### src/rtl/traffic_injector.sv
// Synthetic flit source: LFSR-chosen destination plus a running sequence number,
// rate-limited by a gap counter and buffered in a small FIFO toward a router rx port.
module traffic_injector #(
    parameter int         SIZE             = 8,
    parameter int         DESTINATION_BITS = 3,
    parameter int         ID               = 0,
    parameter int         GAP              = 3,
    parameter int         DEPTH_LOG2       = 2,
    parameter logic [7:0] SEED             = 8'hA5
) (
    input  logic            clk,
    input  logic            reset,
    input  logic            enable,
    output logic            tx_req,
    input  logic            tx_ack,
    output logic [SIZE-1:0] tx_data,
    output logic [15:0]     sent_count,
    output logic [15:0]     stall_count
);

    localparam int SEQ_BITS = SIZE - DESTINATION_BITS;
    localparam int DEPTH    = 1 << DEPTH_LOG2;
    localparam int GAP_BITS = (GAP > 0) ? $clog2(GAP + 1) : 1;

    // An all-zero seed would lock the LFSR up, so it is promoted to 1.
    localparam logic [7:0]                  SEED_EFF = (SEED == 8'h00) ? 8'h01 : SEED;
    localparam logic [DESTINATION_BITS-1:0] ID_DEST  = DESTINATION_BITS'(ID);
    localparam logic [DESTINATION_BITS-1:0] ID_ALT   = DESTINATION_BITS'(ID + 1);
    localparam logic [GAP_BITS-1:0]         GAP_LOAD = GAP_BITS'(GAP);

    logic [7:0]            lfsr_q, lfsr_d;
    logic [SEQ_BITS-1:0]   seq_q, seq_d;
    logic [GAP_BITS-1:0]   gap_q, gap_d;
    logic [DEPTH_LOG2:0]   wr_ptr_q, wr_ptr_d;
    logic [DEPTH_LOG2:0]   rd_ptr_q, rd_ptr_d;
    logic [15:0]           sent_q, sent_d;
    logic [15:0]           stall_q, stall_d;
    logic [SIZE-1:0]       mem_q [DEPTH];

    logic                        empty;
    logic                        full;
    logic                        gen;
    logic                        push;
    logic                        pop;
    logic                        blocked;
    logic                        lfsr_fb;
    logic [DESTINATION_BITS-1:0] dest_raw;
    logic [DESTINATION_BITS-1:0] dest;
    logic [SIZE-1:0]             flit;

    always_comb begin
        empty   = (wr_ptr_q == rd_ptr_q);
        full    = (wr_ptr_q[DEPTH_LOG2] != rd_ptr_q[DEPTH_LOG2]) &&
                  (wr_ptr_q[DEPTH_LOG2-1:0] == rd_ptr_q[DEPTH_LOG2-1:0]);
        pop     = !empty && tx_ack;
        gen     = (gap_q == '0) && enable;
        // Full is judged on registered pointers, so a same-cycle pop never frees a slot.
        push    = gen && !full;
        blocked = gen && full;

        lfsr_fb  = lfsr_q[7] ^ lfsr_q[5] ^ lfsr_q[4] ^ lfsr_q[3];
        dest_raw = lfsr_q[DESTINATION_BITS-1:0];
        dest     = (dest_raw == ID_DEST) ? ID_ALT : dest_raw;
        flit     = {dest, seq_q};
    end

    always_comb begin
        lfsr_d   = lfsr_q;
        seq_d    = seq_q;
        gap_d    = gap_q;
        wr_ptr_d = wr_ptr_q;
        rd_ptr_d = rd_ptr_q;
        sent_d   = sent_q;
        stall_d  = stall_q;

        if (push) begin
            lfsr_d   = {lfsr_q[6:0], lfsr_fb};
            seq_d    = seq_q + 1'b1;
            gap_d    = GAP_LOAD;
            wr_ptr_d = wr_ptr_q + 1'b1;
        end else if (gap_q != '0) begin
            gap_d = gap_q - 1'b1;
        end

        if (pop) begin
            rd_ptr_d = rd_ptr_q + 1'b1;
            sent_d   = sent_q + 16'd1;
        end

        if (blocked && (stall_q != 16'hFFFF)) begin
            stall_d = stall_q + 16'd1;
        end
    end

    always_ff @(posedge clk) begin
        if (reset) begin
            lfsr_q   <= SEED_EFF;
            seq_q    <= '0;
            gap_q    <= '0;
            wr_ptr_q <= '0;
            rd_ptr_q <= '0;
            sent_q   <= '0;
            stall_q  <= '0;
        end else begin
            lfsr_q   <= lfsr_d;
            seq_q    <= seq_d;
            gap_q    <= gap_d;
            wr_ptr_q <= wr_ptr_d;
            rd_ptr_q <= rd_ptr_d;
            sent_q   <= sent_d;
            stall_q  <= stall_d;
        end
    end

    // Storage is not reset; stale entries are unreachable once the pointers clear.
    always_ff @(posedge clk) begin
        if (push) begin
            mem_q[wr_ptr_q[DEPTH_LOG2-1:0]] <= flit;
        end
    end

    assign tx_req      = !empty;
    assign tx_data     = empty ? '0 : mem_q[rd_ptr_q[DEPTH_LOG2-1:0]];
    assign sent_count  = sent_q;
    assign stall_count = stall_q;

endmodule

### config.mk
export PLATFORM = sky130hd
export DESIGN_NAME = traffic_injector
export DESIGN_NICKNAME = d
export VERILOG_FILES = /design/src/rtl/traffic_injector.sv
export SDC_FILE = /design/constraint.sdc
export NUM_CORES = 1
export LEC_CHECK = 0
export ABC_AREA = 1
export CORE_ASPECT_RATIO = 0.5
export CORE_MARGIN = 3
export CORE_UTILIZATION = 30
export CTS_BUF_LIST = sky130_fd_sc_hd__clkbuf_8
export CTS_CLUSTER_DIAMETER = 200
export CTS_CLUSTER_SIZE = 20
export DETAILED_ROUTE_END_ITERATION = 16
export SETUP_SLACK_MARGIN = 0.3
export SYNTH_ARGS = -nofsm -noshare
export SYNTH_HDL_FRONTEND = slang
export SYNTH_SLANG_ARGS = --single-unit
### constraint.sdc
create_clock -name clk -period 4.79 [get_ports clk]
set_input_delay 0.958 -clock clk [delete_from_list [all_inputs] [get_ports clk]]
set_output_delay 0.958 -clock clk [all_outputs]
set_load 0.05 [all_outputs]
==> reports/results.tsv <==
metric	value	unit
Min-Delay Path Class	reg -> reg	
CTS Hold Buffers Added	0	
worst-margin pin slew	0.757	ns
CTS tree	done	
Max Clock Skew	0.00832	ns
share of the yosys chip area belonging to registers	48.0	%
Final Hold Vio Count	0	
Port Buf Inserts	44	
chip width	175	µm
worst-skew pair later-pin latency	0.37	ns
status	complete, no violations	
slowest stage delay, CP	0.79	ns
setup tns final	0	ns
layout cells sized above 1	8.87	%
gr usage total	11.9	%
Mapped Cells	533	
placed inst area	0.00486	mm²
io pins	45	
# setup viols final	0	
number of global-route vias before repair	3091	
synthesized area per cell	8.06	µm²
worst vdd ir	0.162	mV
# Post-CTS Setup Buffers	0	
RSZ-0062 raised after global routing	false	
pwr/cell area	468	mW/mm²
Max-slew headroom	49.3	%
gr ovfl total	0	
wire per inst	11.9	µm
Num Clock Sinks	87	
critical path required time	3.83	ns
kind of critical path	reg -> out	
fin cells	767	
post-route ant nets	0	
layout overhead on the synthesized area	17.6	%
first-pass GRT wire length	15300	µm
yosys warns	0	
switch share	42.5	%
clock group share of total power	21.7	%
clock tree buffer depth	2	
DR vias/cell	4.44	
placement row count	30	
Critical Path Start Type	flip-flop	
placed cell count	751	
Num CTS Buffers	9	
Final Cell Area	0.00505	mm²
CP most frequent cell	inv_1	
Final min period	3.52	ns
htree depth	3	
endpoint type of the worst setup path	output pin	
antenna cells	0	
Int Power	1360	µW
f_max	0.284	GHz
Synth cell types	33	
Top FF cell, synth	dfxtp_1	
# Max-Cap Violations	0	
clock slew at reported path FFs	0.10	ns
Tcrit/Tclk final	73.4	%
Syn Nets	546	
Detailed Routing Iterations Pass 1	4	
Worst path slowest cell	clkdlybuf4s50_1	
Die Height	90.6	µm
Core Region	0.0138	mm²
vias	3402	
ys async rst share	0	%
Die ar.	0.0159	mm²
number of enable flip-flop cells after synthesis	32	
initial drt markers	172	
Post-Syn Area	0.00430	mm²
leakage	0.00181	µW
antenna violations before repair	0	
max-slew violation count	0	
final WL	9160	µm
root buf cell	clkbuf_8	
Data arrival, critical path	2.56	ns
HPWL after DPL	6300	µm
Logic pwr share	37.3	%
largest net degree at the start of global routing	31	
Psw	1010	µW
Initial Util	31.2	%
PostCTS Resize Cnt	0	
drt drc	0	
Final Wtd Congestion	0.781	
crit-path max FO	17	
critical path, cell by cell	inv_1 -> nor2_1 -> o32ai_1 -> nand2_1 -> inv_1 -> clkdlybuf4s50_1	
fin nets	583	
Sequential Power Share	41.0	%
register bit total from synthesis	87	
## cell families after synthesis
family / after synthesis / share of synthesized area, %
buffers and inverters: 73 / 7.72
AO/OA/AOI/OAI: 77 / 10.7
flip-flops: 87 / 48.0
XOR/XNOR: 21 / 4.46
adder cells (fa/ha/maj): 9 / 2.62
AND/OR/NAND/NOR: 266 / 26.5
## power groups by stage
stage          Sequential (µW)  Clock (µW)  Combinational, µW
4_1_cts                    970         533                891
2_1_floorplan              968           0                693
6_report                   970         514                883
5_1_grt                    989         562                966
3_3_place_gp               985           0                882
3_5_place_dp               987           0                889
## state kept, by name (all words and copies together) (netlist names), named ones only
register,count
gap_q,2
sent_count,16
seq_q,5
lfsr_q,8
stall_count,16
mem_q,32
wr_ptr_q,3
rd_ptr_q,3
## cells in the mapped netlist (9+ instances only)
master	n	share of area, %
edfxtp_1	32	22
nor2_1	79	6.9
a21oi_2	10	2.0
nand3_1	23	2.7
nand2_1	135	12
o21ai_0	27	3.1
nand4_1	9	1.3
a21oi_1	27	3.1
nand2_2	12	1.7
inv_1	49	4.3
xnor2_1	9	1.8
ha_1	9	2.6
xor2_1	11	2.2
dfxtp_1	55	26
## cell usage in the layout, fill, tap and decap left out, drive strengths merged
master         Yosys  final
a21oi             37     37
buf               11      1
clkbuf             8      9
clkdlybuf4s50      0     44
clkinv             1      3
clkinvlp           0      1
dfxtp             55     55
edfxtp            32     32
ha                 9      9
inv               53     57
nand2            148    148
nand3             25     25
nand4             10     10
nor2              82     82
nor3               1      1
o21ai             29     29
o21bai             3      3
o32ai              8      8
xnor2             10     10
xor2              11     11
## layout make-up
| class | instances | area (µm²) |
|---|---|---|
| multi-input cells | 373 | 1900 |
| flip-flops and latches | 87 | 2060 |
| inverters | 54 | 203 |
| clock inverters | 7 | 75.1 |
| well taps | 192 | 240 |
| fillers | 1417 | 8720 |
| repair buffers | 45 | 448 |
| clock buffers | 9 | 124 |
## critical path: cells and delay by family (launching register included)
kind	cells	cell delay, ns
AND/OR/NAND/NOR	2	0.15
AO/OA/AOI/OAI	1	0.28
flip-flops	1	0.48
buffers and inverters	3	1.29
## metal layers
metal  vias to the layer above  global-route usage [%]  share of wire [%]  wire (µm)
met5                         -                       0                  0          0
li1                       1799                       -                  -          -
met4                         0                    3.65                1.4        126
met3                        11                    3.65                4.3        393
met1                      1547                    16.2                 51       4660
met2                        45                    18.0                 43       3980
## final timing paths
path | endpoint | start | slack (ns) | cells past startpoint
hold reg to reg | lfsr_q[7] | lfsr_q[6] | 0.46 | 2
hold / removal | lfsr_q[7] | lfsr_q[6] | 0.46 | 2
setup reg to reg | mem_q[3][4] | wr_ptr_q[1] | 2.65 | 6
setup / recovery | tx_data[2] | flip-flop | 1.27 | 6
## metrics by stage
stage                     setup WS, ns  utilization, %  power, µW  hold WS, ns
after floorplan                   2.45               -       1660        0.430
after global placement            1.75            35.2       1870        0.438
after detailed placement          1.67            35.2       1880        0.442
after CTS                         1.25            36.7       2390        0.465
after global routing              1.04            36.7       2520        0.477
final                             1.27            36.7       2370        0.464
(Power assumes the default switching activity.)
